==> src/rtl/ddr_write_ctrl.sv <==
// DDR write controller: drains a burst of 512-bit beats from an upstream write-back FIFO and
// writes them to consecutive DDR addresses through the MIG UI. The command and write-data
// channels run independently. A 2-entry skid buffer absorbs the one-cycle FIFO read latency.
//
// Ports:
//   clk, rst_n            clock, asynchronous active-low reset
//   conf                  start pulse, sampled only while idle
//   ddr_st_addr, ddr_len  byte start address (64-byte aligned) and beat count
//   idle                  high when no transfer is active
//   wr_fifo_*             upstream FIFO read side (data valid the cycle after req)
//   init_calib_complete   MIG calibration done; gates new commands and FIFO reads
//   app_*                 MIG UI write command and write-data channels
module ddr_write_ctrl #(
  parameter int unsigned APP_DATA_WIDTH = 512,
  parameter int unsigned APP_ADDR_WIDTH = 29,
  parameter int unsigned DDR_ADDR_LEN   = 32,
  parameter int unsigned SINGLE_LEN     = 24,
  parameter int unsigned DM_WIDTH       = 8,
  parameter int unsigned APP_CMD_WIDTH  = 3
) (
  input  logic                                 clk,
  input  logic                                 rst_n,
  input  logic                                 conf,
  input  logic [DDR_ADDR_LEN-1:0]              ddr_st_addr,
  input  logic [SINGLE_LEN-1:0]                ddr_len,
  output logic                                 idle,
  input  logic                                 wr_fifo_empty,
  output logic                                 wr_fifo_req,
  input  logic [APP_DATA_WIDTH-1:0]            wr_fifo_data,
  input  logic                                 init_calib_complete,
  input  logic                                 app_rdy,
  input  logic                                 app_wdf_rdy,
  output logic [APP_CMD_WIDTH-1:0]             app_cmd,
  output logic [APP_ADDR_WIDTH-1:0]            app_addr,
  output logic                                 app_en,
  output logic [APP_DATA_WIDTH/DM_WIDTH-1:0]   app_wdf_mask,
  output logic [APP_DATA_WIDTH-1:0]            app_wdf_data,
  output logic                                 app_wdf_end,
  output logic                                 app_wdf_wren
);

  typedef enum logic [0:0] {StIdle, StRun} state_e;

  state_e                    state_q, state_d;
  logic [SINGLE_LEN-1:0]     len_q, len_d;
  logic [SINGLE_LEN-1:0]     req_cnt_q, req_cnt_d;
  logic [SINGLE_LEN-1:0]     cmd_cnt_q, cmd_cnt_d;
  logic [SINGLE_LEN-1:0]     dat_cnt_q, dat_cnt_d;
  logic [APP_ADDR_WIDTH-1:0] base_q, base_d;
  logic                      pend_q, pend_d;   // FIFO read issued last cycle, data arrives now
  logic                      rd_ptr_q, rd_ptr_d;
  logic                      wr_ptr_q, wr_ptr_d;
  logic [1:0]                occ_q, occ_d;
  logic [APP_DATA_WIDTH-1:0] buf_q [2];

  logic       run, start, push, pop, cmd_fire;
  logic [1:0] fill;

  assign run      = (state_q == StRun);
  assign start    = (state_q == StIdle) && conf && (ddr_len != '0);
  assign push     = pend_q;
  assign pop      = app_wdf_wren && app_wdf_rdy;
  assign cmd_fire = app_en && app_rdy;

  // Buffer slots committed for next cycle. Crediting the pop lets a beat be requested every
  // cycle while the MIG drains, without ever exceeding the two entries.
  assign fill = occ_q + {1'b0, pend_q} - {1'b0, pop};

  assign idle         = (state_q == StIdle);
  assign app_cmd      = '0;
  assign app_wdf_mask = '0;
  assign app_en       = run && init_calib_complete && (cmd_cnt_q < len_q);
  assign app_addr     = base_q + APP_ADDR_WIDTH'({cmd_cnt_q, 3'b000});
  assign wr_fifo_req  = run && init_calib_complete && !wr_fifo_empty &&
                        (req_cnt_q < len_q) && (fill < 2'd2);
  assign app_wdf_wren = (occ_q != 2'd0);
  assign app_wdf_end  = app_wdf_wren;
  assign app_wdf_data = buf_q[rd_ptr_q];

  always_comb begin
    state_d   = state_q;
    len_d     = len_q;
    base_d    = base_q;
    req_cnt_d = req_cnt_q;
    cmd_cnt_d = cmd_cnt_q;
    dat_cnt_d = dat_cnt_q;
    pend_d    = wr_fifo_req;
    rd_ptr_d  = rd_ptr_q;
    wr_ptr_d  = wr_ptr_q;
    occ_d     = occ_q + {1'b0, push} - {1'b0, pop};

    if (push)        wr_ptr_d  = ~wr_ptr_q;
    if (pop)         rd_ptr_d  = ~rd_ptr_q;
    if (wr_fifo_req) req_cnt_d = req_cnt_q + SINGLE_LEN'(1);
    if (cmd_fire)    cmd_cnt_d = cmd_cnt_q + SINGLE_LEN'(1);
    if (pop)         dat_cnt_d = dat_cnt_q + SINGLE_LEN'(1);

    unique case (state_q)
      StIdle: begin
        if (start) begin
          state_d   = StRun;
          len_d     = ddr_len;
          // Byte address to MIG word address, aligned to one 8-word burst.
          base_d    = APP_ADDR_WIDTH'(ddr_st_addr >> 3) & ~APP_ADDR_WIDTH'(7);
          req_cnt_d = '0;
          cmd_cnt_d = '0;
          dat_cnt_d = '0;
          rd_ptr_d  = 1'b0;
          wr_ptr_d  = 1'b0;
          occ_d     = 2'd0;
        end
      end
      StRun: begin
        if ((cmd_cnt_q == len_q) && (dat_cnt_q == len_q)) state_d = StIdle;
      end
      default: state_d = StIdle;
    endcase
  end

  always_ff @(posedge clk or negedge rst_n) begin
    if (!rst_n) begin
      state_q   <= StIdle;
      len_q     <= '0;
      base_q    <= '0;
      req_cnt_q <= '0;
      cmd_cnt_q <= '0;
      dat_cnt_q <= '0;
      pend_q    <= 1'b0;
      rd_ptr_q  <= 1'b0;
      wr_ptr_q  <= 1'b0;
      occ_q     <= 2'd0;
      buf_q[0]  <= '0;
      buf_q[1]  <= '0;
    end else begin
      state_q   <= state_d;
      len_q     <= len_d;
      base_q    <= base_d;
      req_cnt_q <= req_cnt_d;
      cmd_cnt_q <= cmd_cnt_d;
      dat_cnt_q <= dat_cnt_d;
      pend_q    <= pend_d;
      rd_ptr_q  <= rd_ptr_d;
      wr_ptr_q  <= wr_ptr_d;
      occ_q     <= occ_d;
      if (push) buf_q[wr_ptr_q] <= wr_fifo_data;
    end
  end

endmodule

==> config.mk <==
export PLATFORM = sky130hd
export DESIGN_NAME = ddr_write_ctrl
export DESIGN_NICKNAME = d
export VERILOG_FILES = /design/src/rtl/ddr_write_ctrl.sv
export SDC_FILE = /design/constraint.sdc
export NUM_CORES = 2
export LEC_CHECK = 0
export CORE_AREA = 2 2 457 459
export DETAILED_ROUTE_END_ITERATION = 8
export DIE_AREA = 0 0 459 461
export PLACE_DENSITY = 0.46
export SYNTH_ARGS = -nofsm -noshare
export SYNTH_HDL_FRONTEND = slang
export SYNTH_SLANG_ARGS = --single-unit
==> constraint.sdc <==
create_clock -name clk -period 5.4 [get_ports clk]
set_input_delay 1.08 -clock clk [delete_from_list [all_inputs] [get_ports clk]]
set_output_delay 1.08 -clock clk [all_outputs]
set_load 0.02 [all_outputs]
[Yosys cells after proc, flatten, opt, wreduce, memory -nomap -nowiden]
Index checks and enable logic that the tools add are counted.
Cells by class
  divide/modulo/power cells: 0
  muxes and demuxes: 26
  $add $sub $neg: 6
  bitwise logic cells: 5
  shifts and indexed selects: 0
  $mul: 0
  order comparisons: 6
  equal/unequal tests: 2
  reductions and logical operators: 15
Operator list (number)
  $mux W512: 4
  $bwmux W1024: 1
  $demux W512 S1: 1
  $mux W24: 9
  $add A24 B1 Y24 const B: 3
  $eq A24 B24 Y1: 2
  $lt A24 B24 Y1: 2
  $add A29 B27 Y29: 1
  $reduce_bool A24 Y1: 1
  $logic_and A1 B1 Y1: 11
  $mux W1: 8
  $ge A2 B2 Y1 const B: 2
  $mux W2: 2
  $not A1 Y2: 2
  $not A1 Y1: 3
  $add A2 B1 Y2: 1
  $lt A2 B1 Y1 const B: 1
  $lt A2 B2 Y1 const B: 1
  $pmux W1 S2: 1
  $reduce_and A2 Y1: 1
  $reduce_bool A2 Y1: 1
  $sub A2 B1 Y2: 1
  $logic_not A1 Y1: 1
Storage, ports and cells
  memories: 0
  latch bits: 0
  bits in writable memories: 0
  register bits: 1152
  ROM bits: 0

[Logic depth before layout (Yosys ltp)]
  depth in word-level cells: 8
  depth in mapped cells: 13

[Worst setup path before layout]
Ideal clock, no wire load.
  kind: in2out
  start: input app_wdf_rdy
  end: output wr_fifo_req
  setup slack: 1318 ps
  stages on the path: 12
  arrival: 3002 ps
  cells stage by stage: o21ai_1 > inv_1 > ha_1 > inv_1 > ha_1 > xor2_1 > xnor2_1 > o2111ai_1 > a21o_1 > buf_6 > buf_2 > inv_1
Between the ends
  word-level cells in the longest chain between the ends: 4
RTL lines
  start: declaration: RTL line 32  | input logic app_wdf_rdy,
  $logic_and A1 B1 Y1: RTL line 62  | assign pop = app_wdf_wren && app_wdf_rdy;
  $sub A2 B1 Y2: RTL line 67  | assign fill = occ_q + {1'b0, pend_q} - {1'b0, pop};
  $lt A2 B2 Y1: RTL line 75  | (req_cnt_q < len_q) && (fill < 2'd2);
  $logic_and A1 B1 Y1: RTL line 75
  end: declaration: RTL line 28  | output logic wr_fifo_req,
Every way passes these cells.

[Worst setup path in the final report]
  start: register cmd_cnt_q[0]
  end: output app_addr[27]
Between the ends
  word-level cells in the longest chain between the ends: 1
RTL lines
  start: declaration: RTL line 47  | logic [SINGLE_LEN-1:0] cmd_cnt_q, cmd_cnt_d;
  start signal: assignment: RTL line 139  | cmd_cnt_q <= cmd_cnt_d;
  $add A29 B27 Y29: RTL line 73  | assign app_addr = base_q + APP_ADDR_WIDTH'({cmd_cnt_q, 3'b000});
  end: declaration: RTL line 34  | output logic [APP_ADDR_WIDTH-1:0] app_addr,
Every way passes these cells.

==> impl_metrics.py <==
metrics = {
    "worst_setup_path": {
        "max_stage_delay_ps": 650,
        "crit_family": "compound AO/OA/AOI/OAI gates",
        "arrival_ps": 4010,
        "ff2ff_path_depth": 11,
        "critPathLaunchType": "register",
        "r2r-end": "req_cnt_q[23]$_DFF_PN0_",
        "cpMostUsedCell": "a21oi_1",
        "rrSetupSlack_ps": 2070,
        "crit_slowest_cell": "clkdlybuf4s50_1",
        "cp-end-kind": "output pin",
        "worst-path-buf-inv": 2,
        "cp_max_fo": 5,
        "critical_path_class": "register to output pin",
        "crit_start": "cmd_cnt_q[0]$_DFF_PN0_",
        "crit_required_ps": 4320,
        "path_cells": "ha_1 -> inv_1 -> fa_1 -> nor2b_1 -> o31a_1 -> o221ai_2 -> a21oi_1 -> a21oi_1 -> nand2_1 -> a311oi_1 -> xnor2_1 -> clkdlybuf4s50_1",
        "r2r-start": "occ_q[1]$_DFF_PN0_",
    },
    "grt": {
        "gr-total-overflow": 0,
        "grt_max_degree": 129,
        "antenna_found_initial": 83,
        "grtUsageTotal": 0.1729,
        "grt_pass1_wl_um": 267700,
        "grt_pass1_vias": 36670,
    },
    "routing": {
        "drc": 0,
        "vias": 34350,
        "dr.pass1.iters": 4,
        "via_per_inst": 4.458,
        "wl_per_cell_um": 24.17,
        "ant_nets": 0,
        "drt_iter0_drc": 1369,
        "drt-total-wl_um": 186200,
    },
    "placement": {
        "hpwl_um": 138200,
        "place_area_sq_mm": 0.06678,
        "dp_slack_ps": 358.1,
        "place.gp.congestion": 0.7752,
        "io_buffers": 1111,
    },
    "run": {
        "cap_violations": 0,
    },
    "clock_network": {
        "h-tree-depth": 4,
        "numCtsBuffers": 146,
        "cts.clk_slew.worst_paths_ps": 60,
        "cts.sinks": 1152,
        "cts_tree": "done",
        "root_buffer": "clkbuf_16",
        "ctsHoldBuffers": 0,
        "clkLatencyLatePin_ps": 790,
        "max-clock-path-buffers": 3,
    },
    "power": {
        "power.density_mw_per_mm2": 667.4,
        "p_leak_nw": 29.89,
        "worst_ir_drop_vdd_mv": 0.3431,
    },
    "timing": {
        "worst_slack_ps": 307.4,
        "post-route-min-period_ps": 5093,
        "max_slew.worst_pin.slew_ps": 971.9,
        "finalSetupViolCount": 0,
        "fmax_mhz": 196.4,
        "fin_crit_sh": 0.9431,
        "slew_violations": 0,
        "rsz0062_at_grt": "true",
        "finClkSkew_ps": 30.46,
        "slew_headroom": 0.3521,
        "finalHoldViolations": 0,
    },
    "synth": {
        "synth-seq-cells": 1152,
        "ys.flop_type": "dfrtp_1",
        "syn-cell-area_sq_mm": 0.05249,
        "synth_edf_count": 0,
        "syn_avg_cell_area_sq_um": 14.01,
        "synthArstFlopShare": 1.000,
        "synthCells": 3748,
        "synth_cell_types": 63,
        "ys_seq_area_frac": 0.5492,
        "yosysWarnings": 0,
    },
    "floorplanning": {
        "row_count": 167,
        "die-area_sq_mm": 0.2116,
        "dieHeight_um": 461,
        "die_w_um": 459,
        "initial_utilization": 0.2543,
        "core_area_sq_mm": 0.2064,
        "ioPinCount": 1188,
    },
    "final_layout": {
        "nFillCells": 20300,
        "fin_area_sq_mm": 0.07179,
        "layout_common_cells": "mux2_2 (1536), dfrtp_1 (1151), clkdlybuf4s50_1 (1110)",
        "drive_gt1_frac": 0.3723,
        "final_common_cell": "mux2_2",
        "ff_latch_area_sq_mm": 0.02883,
        "area_delta_synth_final_pct": 36.76,
        "multiInputGateArea_sq_mm": 0.02247,
        "nets": 5525,
    },
    "hold_path": {
        "hp-class": "input pin to async pin",
    },
    "outcome": {
        "status": "complete, no violations",
    },
}
==> per-layer routing <==
metal  vias up  track usage  part of all wire
met3       325      0.07625             0.095
met4        54      0.04261             0.024
met1     17440       0.1958              0.39
met2       979       0.2964              0.49
li1      15540            -                 -
met5         -            0            0.0019
==> kinds of logic after synthesis <==
logic type      synth area share
compound gates           0.02496
xor+xnor                 0.01368
fa+ha+maj                0.01897
buf+inv                  0.02889
flops                     0.5492
mux                       0.3307
other cells           0.00007144
simple gates             0.03359
==> flip-flops by register name, summed over array words and instances (netlist names) <==
register	count
cmd_cnt_q	24
occ_q	2
base_q	26
rd_ptr_q	1
buf_q	1024
run	1
pend_q	1
req_cnt_q	24
len_q	24
wr_ptr_q	1
dat_cnt_q	24
==> through the flow <==
step                      utilization  instances  hold slack, ps  power [W]  setup TNS, ps
after floorplan                     -       3817           449.1    0.02747              0
after global placement         0.3235       7427           461.6    0.03813              0
after detailed placement       0.3235       7427           470.0    0.03830              0
after CTS                      0.3475       7687           279.5    0.04886              0
after global routing           0.3476       7693           291.7    0.05063         -7.614
final                          0.3477       7704           297.8    0.04791              0
==> worst max-delay path by stage <==
stage                     slack (ps)  cells past startpoint           end
final                            310                     12  app_addr[27]
after global routing              -8                     12  app_addr[13]
after CTS                         10                     12  app_addr[27]
after detailed placement         360                     12   wr_fifo_req
after global placement           290                     12   wr_fifo_req
after floorplan                 1320                     12   wr_fifo_req
==> synthesized netlist by cell type, drive strengths merged (2+ instances only) <==
cell,count,share of area
xor2,37,0.0062
nand3b,5,0.00072
o31a,5,0.00083
nor4,23,0.0027
and2,2,0.00024
o2111ai,3,0.00062
a21oi,52,0.0050
a21bo,4,0.00076
dfrtp,1152,0.55
o21a,7,0.0010
a21o,31,0.0044
o211a,2,0.00038
nand4,20,0.0024
mux2i,6,0.0011
o21ai,50,0.0048
o21bai,2,0.00029
nand3,36,0.0037
a211oi,3,0.00052
or2,3,0.00036
inv,56,0.0040
a21boi,2,0.00029
mux2,1536,0.33
and3,16,0.0019
nand2b,4,0.00048
nor2b,8,0.00095
nand2,146,0.010
ha,78,0.019
or4,9,0.0013
a31oi,2,0.00024
o311ai,2,0.00033
o211ai,8,0.0011
or3b,5,0.00083
a311oi,2,0.00033
and4,3,0.00055
nor3,12,0.0011
or3,6,0.00072
o31ai,13,0.0019
clkbuf,194,0.014
o41ai,4,0.00067
buf,77,0.011
nor2,68,0.0050
xnor2,45,0.0075
==> worst reg2reg max path: cells and delay by family, from the launching register on <==
family,cells,cell delay [ps]
mux,1,130
buf+inv,2,190
flops,1,400
compound gates,3,1180
fa+ha+maj,2,480
simple gates,1,430
xor+xnor,2,390
==> repair_timing <==
action	4_1_cts	5_1_grt
endpoints found under the setup margin	1	3
gates resized for setup	1	3
buffers inserted	0	0
pin swaps	0	1
cloned	0	0
==> cell type report <==
class | count | share of cell area
Tap cell | 2704 | 0.04713
Multi-Input combinational cell | 2338 | 0.3130
Inverter | 56 | 0.002928
Clock buffer | 221 | 0.06114
Clock inverter | 39 | 0.007756
Timing Repair Buffer | 1177 | 0.1659
Sequential cell | 1152 | 0.4016
Antenna cell | 17 | 0.0005926
==> power breakdown <==
part / internal (W) / leakage, nW / total (W) / switching (W)
combinational: 0.0120 / 13.5 / 0.0232 / 0.0112
clock: 0.00613 / 2.43 / 0.0101 / 0.00399
sequential: 0.0127 / 13.9 / 0.0146 / 0.00192
Note: power is estimated with default switching activity, not from simulation.
